[config.mk]
export PLATFORM = sky130hd
export DESIGN_NAME = pldata_capture_mux
export DESIGN_NICKNAME = d
export VERILOG_FILES = /design/src/rtl/pldata_capture_mux.sv
export SDC_FILE = /design/constraint.sdc
export NUM_CORES = 1
export LEC_CHECK = 0
export CAP_MARGIN = 20
export CORE_MARGIN = 3
export CORE_UTILIZATION = 60
export CTS_CLUSTER_DIAMETER = 40
export CTS_CLUSTER_SIZE = 10
export DETAILED_ROUTE_END_ITERATION = 12
export DONT_BUFFER_PORTS = 1
export GPL_TIMING_DRIVEN = 0
export HOLD_SLACK_MARGIN = 0.15
export PLACE_DENSITY = 0.82
export SETUP_SLACK_MARGIN = 0.02
export SLEW_MARGIN = 30
export SYNTH_ARGS = -nofsm -noshare
export SYNTH_HDL_FRONTEND = slang
export SYNTH_SLANG_ARGS = --single-unit
[constraint.sdc]
create_clock -name clk -period 6.9 [get_ports clk]
set_input_delay 1.725 -clock clk [delete_from_list [all_inputs] [get_ports clk]]
set_output_delay 1.725 -clock clk [all_outputs]
set_load 0.05 [all_outputs]
[src/rtl/pldata_capture_mux.sv]
// ============================================================================
// pldata_capture_mux : multi-source PL capture path with lane swap, ring BRAM
// addressing, per-frame done pulse and sticky interrupt.   Rev 1.0
// ============================================================================
`default_nettype none

module pldata_capture_mux #(
  parameter int                NUM_SRC     = 4,
  parameter int                SEL_W       = 2,
  parameter int                DATA_W      = 32,
  parameter int                ADDR_W      = 32,
  parameter int                LEN_W       = 16,
  parameter int                DEPTH_WORDS = 1024,
  parameter logic [ADDR_W-1:0] BASE_ADDR   = '0
) (
  input  logic                      clk,
  input  logic                      rst_n,
  input  logic [NUM_SRC*DATA_W-1:0] src_data_in,
  input  logic [NUM_SRC-1:0]        src_valid_in,
  input  logic [SEL_W-1:0]          src_sel_in,
  input  logic [1:0]                swap_mode_in,
  input  logic                      ring_mode_in,
  input  logic [LEN_W-1:0]          frame_len_in,
  input  logic                      start_in,
  input  logic                      stop_in,
  input  logic                      intr_clr_in,
  output logic                      ram_wr_o,
  output logic [ADDR_W-1:0]         ram_addr_o,
  output logic [DATA_W-1:0]         ram_din_o,
  output logic                      busy_o,
  output logic                      done_o,
  output logic                      intr_o,
  output logic [LEN_W-1:0]          word_cnt_o,
  output logic [LEN_W-1:0]          frame_cnt_o,
  output logic                      err_o
);

  localparam int IDX_W = $clog2(DEPTH_WORDS);
  localparam int NB    = DATA_W / 8;
  localparam int NL    = DATA_W / 16;

  typedef enum logic [1:0] {ST_IDLE = 2'd0, ST_CAPTURE = 2'd1, ST_DONE = 2'd2} state_t;

  state_t            state_q, state_d;
  logic [SEL_W-1:0]  sel_q, sel_d;
  logic [1:0]        swap_q, swap_d;
  logic              ring_q, ring_d;
  logic [LEN_W-1:0]  len_q, len_d;
  logic [IDX_W-1:0]  idx_q, idx_d;
  logic [LEN_W-1:0]  word_cnt_q, word_cnt_d;
  logic [LEN_W-1:0]  frame_cnt_q, frame_cnt_d;
  logic              ram_wr_q, ram_wr_d;
  logic [ADDR_W-1:0] ram_addr_q, ram_addr_d;
  logic [DATA_W-1:0] ram_din_q, ram_din_d;
  logic              done_q, done_d;
  logic              intr_q, intr_d;
  logic              err_q, err_d;

  logic              w_sel_vld;
  logic [DATA_W-1:0] w_sel_dat;
  logic              w_start_ok;
  logic              w_intr_set;
  logic [LEN_W-1:0]  w_cnt_inc;

  function automatic logic [DATA_W-1:0] swap_lanes(input logic [DATA_W-1:0] d,
                                                   input logic [1:0]        m);
    logic [DATA_W-1:0] r;
    r = d;
    case (m)
      2'd1: for (int l = 0; l < NL; l++) begin
              r[16*l +: 8]   = d[16*l+8 +: 8];
              r[16*l+8 +: 8] = d[16*l +: 8];
            end
      2'd2: for (int b = 0; b < NB; b++) r[8*b +: 8] = d[8*(NB-1-b) +: 8];
      2'd3: for (int l = 0; l < NL; l++) r[16*l +: 16] = d[16*(NL-1-l) +: 16];
      default: r = d;
    endcase
    return r;
  endfunction

  always_comb begin
    w_sel_vld = 1'b0;
    w_sel_dat = '0;
    for (int k = 0; k < NUM_SRC; k++) begin
      if (sel_q == SEL_W'(k)) begin
        w_sel_vld = src_valid_in[k];
        w_sel_dat = src_data_in[k*DATA_W +: DATA_W];
      end
    end
  end

  assign w_start_ok = (frame_len_in != '0) && (32'(src_sel_in) < NUM_SRC);
  assign w_cnt_inc  = word_cnt_q + 1'b1;

  always_comb begin
    state_d     = state_q;
    sel_d       = sel_q;
    swap_d      = swap_q;
    ring_d      = ring_q;
    len_d       = len_q;
    idx_d       = idx_q;
    word_cnt_d  = word_cnt_q;
    frame_cnt_d = frame_cnt_q;
    ram_wr_d    = 1'b0;
    ram_addr_d  = ram_addr_q;
    ram_din_d   = ram_din_q;
    done_d      = 1'b0;
    err_d       = err_q;
    w_intr_set  = 1'b0;

    case (state_q)
      ST_IDLE: begin
        if (start_in && !stop_in) begin
          if (w_start_ok) begin
            state_d     = ST_CAPTURE;
            sel_d       = src_sel_in;
            swap_d      = swap_mode_in;
            ring_d      = ring_mode_in;
            len_d       = frame_len_in;
            idx_d       = '0;
            word_cnt_d  = '0;
            frame_cnt_d = '0;
            err_d       = 1'b0;
          end else begin
            err_d = 1'b1;
          end
        end
      end
      ST_CAPTURE: begin
        if (w_sel_vld) begin
          ram_wr_d   = 1'b1;
          ram_addr_d = BASE_ADDR + (ADDR_W'(idx_q) << 2);
          ram_din_d  = swap_lanes(w_sel_dat, swap_q);
          idx_d      = idx_q + 1'b1;
          word_cnt_d = w_cnt_inc;
          if (w_cnt_inc == len_q) begin
            // Ring frames close on the last word itself; one-shot goes via DONE.
            if (ring_q) begin
              word_cnt_d  = '0;
              done_d      = 1'b1;
              w_intr_set  = 1'b1;
              frame_cnt_d = frame_cnt_q + 1'b1;
            end else begin
              state_d = ST_DONE;
            end
          end
        end
        if (stop_in) state_d = ST_DONE;
      end
      ST_DONE: begin
        done_d      = 1'b1;
        w_intr_set  = 1'b1;
        frame_cnt_d = frame_cnt_q + 1'b1;
        state_d     = ST_IDLE;
      end
      default: state_d = ST_IDLE;
    endcase

    intr_d = w_intr_set ? 1'b1 : (intr_clr_in ? 1'b0 : intr_q);
  end

  always_ff @(posedge clk) begin
    if (!rst_n) begin
      state_q     <= ST_IDLE;
      sel_q       <= '0;
      swap_q      <= '0;
      ring_q      <= 1'b0;
      len_q       <= '0;
      idx_q       <= '0;
      word_cnt_q  <= '0;
      frame_cnt_q <= '0;
      ram_wr_q    <= 1'b0;
      ram_addr_q  <= '0;
      ram_din_q   <= '0;
      done_q      <= 1'b0;
      intr_q      <= 1'b0;
      err_q       <= 1'b0;
    end else begin
      state_q     <= state_d;
      sel_q       <= sel_d;
      swap_q      <= swap_d;
      ring_q      <= ring_d;
      len_q       <= len_d;
      idx_q       <= idx_d;
      word_cnt_q  <= word_cnt_d;
      frame_cnt_q <= frame_cnt_d;
      ram_wr_q    <= ram_wr_d;
      ram_addr_q  <= ram_addr_d;
      ram_din_q   <= ram_din_d;
      done_q      <= done_d;
      intr_q      <= intr_d;
      err_q       <= err_d;
    end
  end

  assign ram_wr_o    = ram_wr_q;
  assign ram_addr_o  = ram_addr_q;
  assign ram_din_o   = ram_din_q;
  assign busy_o      = (state_q != ST_IDLE);
  assign done_o      = done_q;
  assign intr_o      = intr_q;
  assign word_cnt_o  = word_cnt_q;
  assign frame_cnt_o = frame_cnt_q;
  assign err_o       = err_q;

endmodule

`default_nettype wire

**After elaboration in Yosys (flattened, before gate mapping)**

Cells that the tools add are included.

- Reduce and logical (&&, ||, !) cells: 16
- Add/subtract/negate cells: 3
- Multiplexer cells: 38
- Equality and inequality tests: 17

Operator list:

| cell | number |
|---|---|
| $mux 16 | 8 |
| $mux 32 | 4 |
| $pmux 32 s3 | 1 |
| $pmux 16 s3 | 1 |
| $add 16x1->16 const B | 2 |
| $pmux 16 s2 | 1 |
| $mux 10 | 3 |
| $pmux 10 s2 | 1 |
| $eq 16x16->1 | 1 |
| $reduce_bool 16->1 | 1 |
| $mux 2 | 6 |
| $mux 1 | 11 |
| $add 10x1->10 const B | 1 |
| $eq 2x2->1 const B | 5 |
| $ne 2x2->1 const B | 5 |
| $ne 3x3->1 const B | 3 |
| $eq 2x1->1 const B | 3 |
| $reduce_and 2->1 | 3 |
| $reduce_and 6->1 | 1 |
| $reduce_bool 2->1 | 3 |
| $reduce_and 5->1 | 1 |
| $logic_not 2->1 | 2 |
| $pmux 2 s2 | 1 |
| $reduce_and 4->1 | 1 |
| 5 further kinds | 5 |

- Flip-flop bits (word level): 111
- Output and inout bits: 101

**Depth between registers and ports, before layout**

- Word-level depth: 8
- Gate-level depth with buffers: 13
- Gate-level depth less buffers: 9

**Least setup slack after synthesis**

No wires, ideal clock.

- Path kind: input -> register
- Start: in src_valid_in[1]
- End: reg frame_cnt_q[14] (netlist: frame_cnt_o[14])
- Arrival: 3.410 ns
- Setup time: 0.070 ns
- Path slack: 3.420 ns
- Cell stages on the path: 8
- Required time: 6.830 ns
- Cells stage by stage: mux4_2 -> nand2_1 -> nand4b_2 -> o41ai_4 -> nand2_4 -> buf_6 -> or3_1 -> a21oi_1

- Word-level cells in the longest chain between the ends: 5

RTL lines:

| what | line | text |
|---|---|---|
| start: declaration | 19 | `input logic [NUM_SRC-1:0] src_valid_in,` |
| $mux 1 (3 in series) | 85 | `if (sel_q == SEL_W'(k)) begin` |
| $ne 2x2->1 (no line) | - |  |
| $reduce_and 6->1 (no line) | - |  |
| end signal: assignment | 186 | `frame_cnt_q <= frame_cnt_d;` |
| end: declaration | 51 | `logic [LEN_W-1:0] frame_cnt_q, frame_cnt_d;` |

No other way between the ends.
A chain may end at the register's enable or synchronous reset.

**Worst setup path after layout**

- Start: reg word_cnt_q[0] (netlist: word_cnt_o[0])
- End: reg word_cnt_q[12] (netlist: word_cnt_o[12])

- Word-level cells in the longest chain between the ends: 5

RTL lines:

| what | line | text |
|---|---|---|
| start: declaration | 50 | `logic [LEN_W-1:0] word_cnt_q, word_cnt_d;` |
| start signal: assignment | 185 | `word_cnt_q <= word_cnt_d;` |
| $add 16x1->16 (*) | 93 | `assign w_cnt_inc = word_cnt_q + 1'b1;` |
| $eq 16x16->1 or $mux 16 (tied branches) | 136, 138 |  |
| $mux 16 (*) | 136 | `if (w_cnt_inc == len_q) begin` |
| $mux 16 (*) | 130 | `if (w_sel_vld) begin` |
| $pmux 16 s2 (*) | 111 | `case (state_q)` |

Every way passes the cells marked *; elsewhere a longest branch is shown, timed or not. The select of a mux whose other input is x is not followed.

==> impl_metrics.tcl <==
set metrics [dict create \
    port_buffers 0 \
    post-dp-hpwl_um 16600 \
    path_cells "ha_1 -> clkbuf_1 -> nand3_2 -> or4_4 -> buf_6 -> nor2_1 -> o311ai_1 -> nor4_1 -> nor3b_2 -> buf_4 -> buf_4 -> a21oi_1 -> a31oi_1" \
    p_per_area_nw_per_um2 200 \
    irDropWorstVdd_mv 0.125 \
    wl_met3_um 2080 \
    critPathRequiredTime_ns 7.11 \
    die_area_um2 13000 \
    crit_type "reg2reg" \
    synth_warnings 0 \
    worst-path-stages 13 \
    syn_inst 713 \
    highest_layer "met4" \
    cts-htree-levels 3 \
    rsz0062_at_grt "false" \
    p_seq_share_pct 46.8 \
    total_power_mw 1.51 \
    grt_first_pass_wirelength_um 32300 \
    place.gp.congestion 0.995 \
    insertion_delay_ns 0.36 \
    crit_buf_inv 4 \
    period_needed_ns 4.19 \
    async_flop_share_pct 0 \
    critPathMaxFanout 10 \
    max-clock-path-buffers 2 \
    p_int_mw 1.04 \
    fill_cells 905 \
    crit_top_cell "buf_4" \
    post_cts_buffers 0 \
    syn2layout_area_growth_pct 7.97 \
    end_kind "flip-flop" \
    seqCellArea_um2 2220 \
    pwr-share-clk_pct 34.2 \
    antenna_left 0 \
    track_usage_pct 32.3 \
    num_io_pins 259 \
    hold_path.class "reg2reg" \
    wirelength_um 20900 \
    slew_violations 0 \
    period_share_pct 60.7 \
    avgRoutedWirePerCell_um 23.4 \
    p_comb_share_pct 19.0 \
    p_switching_uw 476 \
    cts_tree "done" \
    grt_pass1_vias 5937 \
    slowest_delay_ns 0.82 \
    ff2ff_path_depth 13 \
    critPathLaunchType "flip-flop" \
    crit_family "simple AND/OR/NAND/NOR gates" \
    netlist_area_um2 6990 \
    seq_area_frac_synth_pct 31.8 \
    postCtsHoldBufs 0 \
    hold_violations 0 \
    clock_skew_ns 0.00862 \
    coreArea_um2 11100 \
    setup_tns_ns 0 \
    slowest_stage "dfxtp_1" \
    synth_edf_count 0 \
    cp.arrival_ns 4.40 \
    synth-main-ff-cell "dfxtp_1" \
    fmax_mhz 239 \
    whs_ns 0.483 \
    drc 0 \
    setup_viol 0 \
    finalNetCount 910 \
    cts.clk_slew.worst_paths_ns 0.08 \
    wl_met2_um 10900 \
    synth_cell_type_count 65 \
    clock-sinks 111 \
    hold_depth 2 \
    drv_cap 0 \
    die_h_um 114 \
    grt.overflow.total 0 \
    dr.pass1.iters 6 \
    drive_above_1_share_pct 18.3 \
    vias_per_cell 6.47 \
    numCtsBuffers 9 \
    die_x_um 114 \
    cts_resized 0 \
    initial_core_util_pct 62.8 \
    avgSynthCellArea_um2 9.80 \
    vias 5782 \
    cts_root_buf "clkbuf_16" \
    synth_seq_cells 111 \
    slew-limit-headroom_pct 38.6 \
    antenna_found_initial 4 \
    tightest_slew_ns 0.912 \
    first_iter_violations 468 \
    drt-met1-wl_um 7080 \
    p_sw_share_pct 31.5 \
    status "complete, no violations" \
    grt_max_degree 21 \
    multiInputGateArea_um2 4380 \
    rows 38 \
    leakagePower_nw 2.69 \
]
-- logic make-up (layout without fill, tap and decap cells) --
group | count (synthesis) | after routing | share of synthesized area (%)
adders and majority gates | 7 | 7 | 1.25
buffers and inverters | 87 | 103 | 6.64
DFF | 111 | 111 | 31.8
muxes | 87 | 87 | 24.1
and+or+nand+nor | 266 | 266 | 19.4
xor gates and xnor gates | 42 | 42 | 5.64
other | 1 | 26 | 0.0537
AOI/OAI and AO/OA | 112 | 112 | 11.1
-- path summary, 6_finish.rpt --
path | slack, ns | start | to
min reg2reg | 0.48 | idx_q[9] | ram_addr_o[11]
max reg2reg | 2.71 | word_cnt_o[0] | word_cnt_o[12]
min | 0.48 | idx_q[9] | ram_addr_o[11]
max | 2.71 | word_cnt_o[0] | word_cnt_o[12]
-- placed cells by master, fill, tap and decap left out, types with 3 or more instances in the layout --
| master | Yosys | final |
|---|---|---|
| a21boi_0 | 47 | 47 |
| a21oi_1 | 19 | 19 |
| a31oi_1 | 11 | 11 |
| and2_1 | 9 | 9 |
| and3_1 | 14 | 14 |
| buf_1 | 11 | 10 |
| buf_4 | 28 | 28 |
| buf_6 | 4 | 4 |
| clkbuf_1 | 27 | 26 |
| clkbuf_16 | 0 | 9 |
| clkbuf_2 | 1 | 3 |
| clkinvlp_4 | 0 | 3 |
| conb_1 | 1 | 22 |
| dfxtp_1 | 111 | 111 |
| diode_2 | 0 | 4 |
| ha_1 | 7 | 7 |
| inv_1 | 15 | 15 |
| inv_8 | 0 | 3 |
| mux2i_1 | 21 | 21 |
| mux4_2 | 65 | 65 |
| nand2_1 | 108 | 108 |
| nand2b_1 | 7 | 7 |
| nand3_1 | 18 | 18 |
| nand3b_1 | 4 | 4 |
| nand4_1 | 12 | 12 |
| nor2_1 | 32 | 32 |
| nor2b_1 | 28 | 28 |
| nor3_1 | 4 | 4 |
| nor4_1 | 8 | 8 |
| o21ai_0 | 15 | 15 |
| o22ai_1 | 3 | 3 |
| xnor2_1 | 16 | 16 |
| xor2_1 | 24 | 24 |
-- final cells by class --
class                      instances  share of cell area [%]
multi-input combinational        536                    58.1
clock buffer                       9                    2.99
clock inverter                     7                   0.862
buffer                            72                    5.44
inverter                          15                   0.746
sequential                       111                    29.5
antenna                            4                   0.133
tap                              140                    2.32
-- per-layer routing --
layer	GRT usage, %	vias up
li1	-	2608
met1	35.5	2751
met2	56.5	343
met3	9.81	80
met4	16.2	0
met5	0	-
-- metrics by stage --
stage | worst slack [ns] | instance area, um^2 | instances | util [%]
after floorplan | 3.42 | 7070 | 734 | -
final | 2.71 | 7540 | 894 | 67.8
after global placement | 2.87 | 7240 | 874 | 65.1
after detailed placement | 2.80 | 7240 | 874 | 65.1
after global routing | 2.29 | 7540 | 894 | 67.8
after CTS | 2.78 | 7530 | 890 | 67.7
-- registers in the layout (all words and copies together), names as in the netlist --
name and flops:
ram_din_o 32, frame_cnt_o 16, len_q 16, word_cnt_o 16, idx_q 10, ram_addr_o 10, sel_q 2, state_q 2
swap_q 2, done_o 1, err_o 1, intr_o 1, ram_wr_o 1, ring_q 1
-- cells in the mapped netlist, drive strengths merged (10+ instances only) --
cell type	instances	share of area (%)
and3	15	1.4
a21oi	19	1.4
a31oi	11	0.99
xor2	24	3.0
buf	44	4.3
nor2b	28	2.5
clkbuf	28	1.5
mux4	65	21
xnor2	18	2.6
nand3	20	1.6
inv	15	0.81
nor2	33	1.8
dfxtp	111	32
nand2	109	6.0
o21ai	16	1.2
and2	10	0.91
nand4	13	1.3
mux2i	21	3.0
a21boi	47	5.1
-- worst min-delay path, delay by kind of cell (launching register included) --
family | cells | cell delay, ns
flip-flops | 1 | 0.32
AO/OA/AOI/OAI | 1 | 0.06
AND/OR/NAND/NOR | 1 | 0.05
-- power by group through the flow --
| stage | sequential, mW | combinational, mW | clock [mW] |
|---|---|---|---|
| after global routing | 0.709 | 0.310 | 0.547 |
| after detailed placement | 0.723 | 0.284 | 0 |
| after floorplan | 0.716 | 0.232 | 0 |
| after global placement | 0.722 | 0.277 | 0 |
| after CTS | 0.708 | 0.285 | 0.520 |
| final | 0.708 | 0.288 | 0.517 |
Note: power is estimated with default switching activity, not from simulation.
